===== src/rtl/seq_alu.sv =====
// seq_alu: registered, parametrised ALU with a start/busy/done handshake.
// Single-cycle ops (ADD, SUB, AND, OR, XOR, SHL) write their result at the
// accepting edge. MUL (shift-add) and DIV (restoring) each run WIDTH
// iterations in CALC before their result is written.
//
// Ports:
//   clk_i    rising-edge clock
//   rst_i    asynchronous active-high reset
//   start_i  operation request, sampled only in IDLE
//   A_i/B_i  unsigned operands, WIDTH bits
//   opSel    3-bit opcode, sampled with start_i
//   o_alu    2*WIDTH result register, held until the next completion
//   busy_o   high while iterating (CALC)
//   done_o   one-cycle pulse, result valid
//   div0_o   DIV with B=0 produced the current result
module seq_alu #(
  parameter int unsigned WIDTH = 4
) (
  input  logic                 clk_i,
  input  logic                 rst_i,
  input  logic                 start_i,
  input  logic [WIDTH-1:0]     A_i,
  input  logic [WIDTH-1:0]     B_i,
  input  logic [2:0]           opSel,
  output logic [2*WIDTH-1:0]   o_alu,
  output logic                 busy_o,
  output logic                 done_o,
  output logic                 div0_o
);

  localparam int unsigned RW = 2 * WIDTH;
  localparam int unsigned CW = $clog2(WIDTH + 1);

  typedef enum logic [1:0] {
    IDLE = 2'd0,
    CALC = 2'd1,
    DONE = 2'd2
  } state_t;

  typedef enum logic [2:0] {
    OP_ADD = 3'b000,
    OP_SUB = 3'b001,
    OP_AND = 3'b010,
    OP_OR  = 3'b011,
    OP_XOR = 3'b100,
    OP_SHL = 3'b101,
    OP_MUL = 3'b110,
    OP_DIV = 3'b111
  } op_t;

  state_t state_q, state_d;
  op_t    op_q;

  logic [CW-1:0]    cnt_q;
  logic [RW-1:0]    mcand_q;   // multiplicand, shifted left each iteration
  logic [WIDTH-1:0] mplr_q;    // multiplier, shifted right each iteration
  logic [RW-1:0]    prod_q;
  logic [WIDTH-1:0] divisor_q;
  logic [WIDTH-1:0] rem_q;
  logic [WIDTH-1:0] quo_q;     // holds dividend bits, replaced by quotient bits

  logic             is_iter;
  logic             last_iter;
  logic [RW-1:0]    quick;
  logic [RW-1:0]    a_ext;
  logic [RW-1:0]    b_ext;
  logic [RW-1:0]    prod_nxt;
  logic [WIDTH:0]   trial;
  logic [WIDTH:0]   diff;
  logic             ge;
  logic [WIDTH-1:0] rem_nxt;
  logic [WIDTH-1:0] quo_nxt;

  assign is_iter   = (opSel == OP_MUL) || (opSel == OP_DIV);
  assign last_iter = (cnt_q == CW'(1));
  assign busy_o    = (state_q == CALC);
  assign done_o    = (state_q == DONE);

  // Single-cycle result; shifting by >= RW naturally yields zero.
  always_comb begin
    a_ext = RW'(A_i);
    b_ext = RW'(B_i);
    quick = '0;
    case (opSel)
      OP_ADD:  quick = a_ext + b_ext;
      OP_SUB:  quick = a_ext - b_ext;
      OP_AND:  quick = a_ext & b_ext;
      OP_OR:   quick = a_ext | b_ext;
      OP_XOR:  quick = a_ext ^ b_ext;
      OP_SHL:  quick = a_ext << B_i;
      default: quick = '0;
    endcase
  end

  // One shift-add step and one restoring-division step per CALC cycle.
  // With a zero divisor every trial succeeds, so the quotient fills with
  // ones and the remainder collects the dividend unchanged.
  always_comb begin
    prod_nxt = mplr_q[0] ? (prod_q + mcand_q) : prod_q;
    trial    = {rem_q, quo_q[WIDTH-1]};
    ge       = (trial >= {1'b0, divisor_q});
    diff     = trial - {1'b0, divisor_q};
    rem_nxt  = ge ? diff[WIDTH-1:0] : trial[WIDTH-1:0];
    quo_nxt  = {quo_q[WIDTH-2:0], ge};
  end

  always_comb begin
    state_d = state_q;
    case (state_q)
      IDLE:    if (start_i) state_d = is_iter ? CALC : DONE;
      CALC:    if (last_iter) state_d = DONE;
      DONE:    state_d = IDLE;
      default: state_d = IDLE;
    endcase
  end

  always_ff @(posedge clk_i or posedge rst_i) begin
    if (rst_i) begin
      state_q <= IDLE;
    end else begin
      state_q <= state_d;
    end
  end

  always_ff @(posedge clk_i or posedge rst_i) begin
    if (rst_i) begin
      op_q      <= OP_ADD;
      cnt_q     <= '0;
      mcand_q   <= '0;
      mplr_q    <= '0;
      prod_q    <= '0;
      divisor_q <= '0;
      rem_q     <= '0;
      quo_q     <= '0;
      o_alu     <= '0;
      div0_o    <= 1'b0;
    end else begin
      case (state_q)
        IDLE: begin
          if (start_i) begin
            op_q      <= op_t'(opSel);
            cnt_q     <= CW'(WIDTH);
            mcand_q   <= RW'(A_i);
            mplr_q    <= B_i;
            prod_q    <= '0;
            divisor_q <= B_i;
            rem_q     <= '0;
            quo_q     <= A_i;
            if (!is_iter) begin
              o_alu  <= quick;
              div0_o <= 1'b0;
            end
          end
        end
        CALC: begin
          cnt_q   <= cnt_q - 1'b1;
          mcand_q <= mcand_q << 1;
          mplr_q  <= mplr_q >> 1;
          prod_q  <= prod_nxt;
          rem_q   <= rem_nxt;
          quo_q   <= quo_nxt;
          if (last_iter) begin
            if (op_q == OP_MUL) begin
              o_alu  <= prod_nxt;
              div0_o <= 1'b0;
            end else begin
              o_alu  <= {rem_nxt, quo_nxt};
              div0_o <= (divisor_q == '0);
            end
          end
        end
        default: ;
      endcase
    end
  end

endmodule


===== config.mk =====
export PLATFORM = sky130hd
export DESIGN_NAME = seq_alu
export DESIGN_NICKNAME = d
export VERILOG_FILES = /design/src/rtl/seq_alu.sv
export SDC_FILE = /design/constraint.sdc
export NUM_CORES = 1
export LEC_CHECK = 0
export ABC_AREA = 1
export BUFFER_PORTS_ARGS = -buffer_cell sky130_fd_sc_hd__buf_2
export CAP_MARGIN = 20
export CORE_UTILIZATION = 60
export DETAILED_ROUTE_END_ITERATION = 12
export PLACE_DENSITY = 0.86
export SETUP_SLACK_MARGIN = 0.05
export SLEW_MARGIN = 10
export SYNTH_ARGS = -nofsm -noshare
export SYNTH_HDL_FRONTEND = slang
export SYNTH_SLANG_ARGS = --single-unit

===== constraint.sdc =====
create_clock -name clk_i -period 3.1 [get_ports clk_i]
set_clock_uncertainty 0.1 [all_clocks]
set_input_delay 0.465 -clock clk_i [delete_from_list [all_inputs] [get_ports clk_i]]
set_output_delay 0.465 -clock clk_i [all_outputs]
set_load 0.02 [all_outputs]

==> metrics.csv <==
metric,value,unit
mapped cell area,3450,um2
# diodes,0,
Syn Area/Cell,7.35,um2
Detail Placement HPWL,6250,um
LEAKAGE,2.00,nW
largest net degree at the start of global routing,50,
"Arr. time, crit path",2250,ps
Slew headroom,0.614,
DR pass1 iterations,5,
Worst Setup Start Kind,flip-flop,
Max IR drop VDD,651,uV
"EDFF count, synth",0,
max-slew violations,0,
Num CTS Buffers,5,
Fill cells,477,
area grow syn2layout,9.66,%
Synth Flop Type,dfrtp_1,
maximum clock frequency,465,MHz
Setup CP Type,reg -> reg,
Final ANT Viol Nets,0,
die area,6050,um2
DIE WIDTH,77.8,um
first-pass GRT wire length,14200,um
clock slew at reported path FFs,100,ps
worst path required time,3190,ps
period utilization,0.694,
post-route insts no fill,565,
vias,3262,
wire per inst,14.8,um
H-tree depth,2,
grt ovf,0,
vias per cell,5.77,
Std-Cell Rows,27,
Final setup viols,0,
final wirelength,8360,um
Yosys top cell area share,0.356,
final core utilization,0.686,
Longest Clk Path Bufs,2,
port bufs,24,
Worst setup EP type,flip-flop,
cell area power density,905,nW/um2
Synth async-reset ratio,1.00,
Sink Count,49,
Tmin final,2150,ps
post-route cell area,3780,um2
largest cells by area after synthesis,"dfrtp_1 (36%), nand2_1 (13%), ha_1 (9.4%)",
number of synthesized register bits,49,
Syn Nets,513,
clk_lat worst skew,310,ps
"commonest non-fill, non-tap cell in the layout",nand2_1,
share of layout cells above drive strength 1,0.112,
Syn Inst Count,469,
Die Span Y,77.8,um
Synth area leader,dfrtp_1,
gpl congestion,0.957,
core area,5510,um2
MaxCap Viol Count,0,
CP Max Fanout,6,
Final Net Count,536,
initial antenna violation count,0,
most frequent cells in the layout,"nand2_1 (122), inv_1 (60), nand3_1 (49), dfrtp_1 (49), nor2_1 (35)",
CTS tree,built,
Worst-Margin Slew,579,ps
RSZ-0062 raised after global routing,false,
placed cell count,555,
total negative slack,0,ps
post-placement cell area,3610,um2
vias in the first global route,3141,
Min-Delay Path Class,in -> reg,
IO Count,25,
CTS resizes,0,
DRC Markers,0,
WHS,359,ps
CTS root buffer,clkbuf_8,
Synth cell types,36,
post-synthesis sequential area ratio,0.356,
YS warnings,0,
endpoints failing hold,0,
Initial Util,0.626,
GRT Resource Usage Total,0.302,
Iteration-0 DRC Markers,346,
status,completed,
[cells in the mapped netlist, drive strengths merged (5+ instances only)]
cell type	n
a21oi	32
o211ai	7
buf	9
nand2	123
o21ai	29
nor2	39
dfrtp	49
nand4	5
inv	68
nand3	50
ha	26
o22ai	7
[path summary, 6_finish.rpt]
| path | start | to | slack [ps] | depth (start not counted) |
|---|---|---|---|---|
| worst max-delay path | divisor_q[1] | o_alu[4] | 950 | 10 |
| worst min-delay path | opSel[0] | op_q[0] | 360 | 3 |
| worst max register to register | divisor_q[1] | o_alu[4] | 950 | 10 |
| worst min register to register | o_alu[3] | o_alu[3] | 390 | 2 |
| max in group asynchronous | rst_i | prod_q[5] | 1870 | 4 |
| min in group asynchronous | rst_i | rem_q[3] | 530 | 3 |
[through the flow]
| stage | setup WS, ps | power (mW) |
|---|---|---|
| 3_5_place_dp | 842 | 2.83 |
| 2_1_floorplan | 1140 | 2.37 |
| 3_3_place_gp | 893 | 2.75 |
| 4_1_cts | 979 | 3.39 |
| 5_1_grt | 811 | 3.69 |
| 6_report | 949 | 3.42 |
[worst max-delay path: stages (launching register included)]
cell and delay [ps]:
dfrtp_1 370, inv_1 140, ha_1 270, nand2_1 90, nor2_1 40, nor2_1 220
nand2_1 240, o21ai_0 320, nand2_1 80, nand2_1 90, a21oi_1 70
[cells by family (layout without fill, tap and decap cells)]
logic type / count (synthesis) / count (layout) / share of synthesized area
buffers and inverters: 79 / 103 / 0.0915
XOR/XNOR: 2 / 2 / 0.00508
AND/OR/NAND/NOR: 223 / 223 / 0.281
AO/OA/AOI/OAI: 86 / 86 / 0.149
flip-flops: 49 / 49 / 0.356
adder cells (fa/ha/maj): 30 / 30 / 0.118
[layer usage]
metal  global-route usage  vias up  wire length [um]
met5                    0        -                 0
met4                0.115        0               174
met3               0.0435       17               371
met2                0.540      101              4320
met1                0.365     1563              3490
li1                     -     1581                 -
[what timing repair did]
item | CTS | global route
buffers inserted | 0 | 0
endpoints found under the hold margin | 0 | 11
hold buffers | 0 | 1
[area by class of cell]
type                    count  area (um2)  area share
flip-flops and latches     49        1230       0.325
repair buffers             27         158      0.0417
clock inverters             3        68.8      0.0182
clock buffers               5        68.8      0.0182
well taps                  72        90.1      0.0238
inverters                  68         263      0.0695
multi-input cells         341        1900       0.504
[power by group]
| part | total [mW] | switching, mW | internal (mW) |
|---|---|---|---|
| clock network | 0.554 | 0.230 | 0.325 |
| registers | 1.08 | 0.182 | 0.902 |
| logic | 1.78 | 1.21 | 0.572 |
| total | 3.42 | 1.62 | 1.80 |
[flip-flops by register name (all words and copies together) (netlist names)]
register	count
mcand_q	8
mplr_q	4
prod_q	8
div0_o	1
cnt_q	3
divisor_q	4
rem_q	4
o_alu	8
op_q	3
state_q	2
quo_q	4
Power figures use the tool's default switching activity.
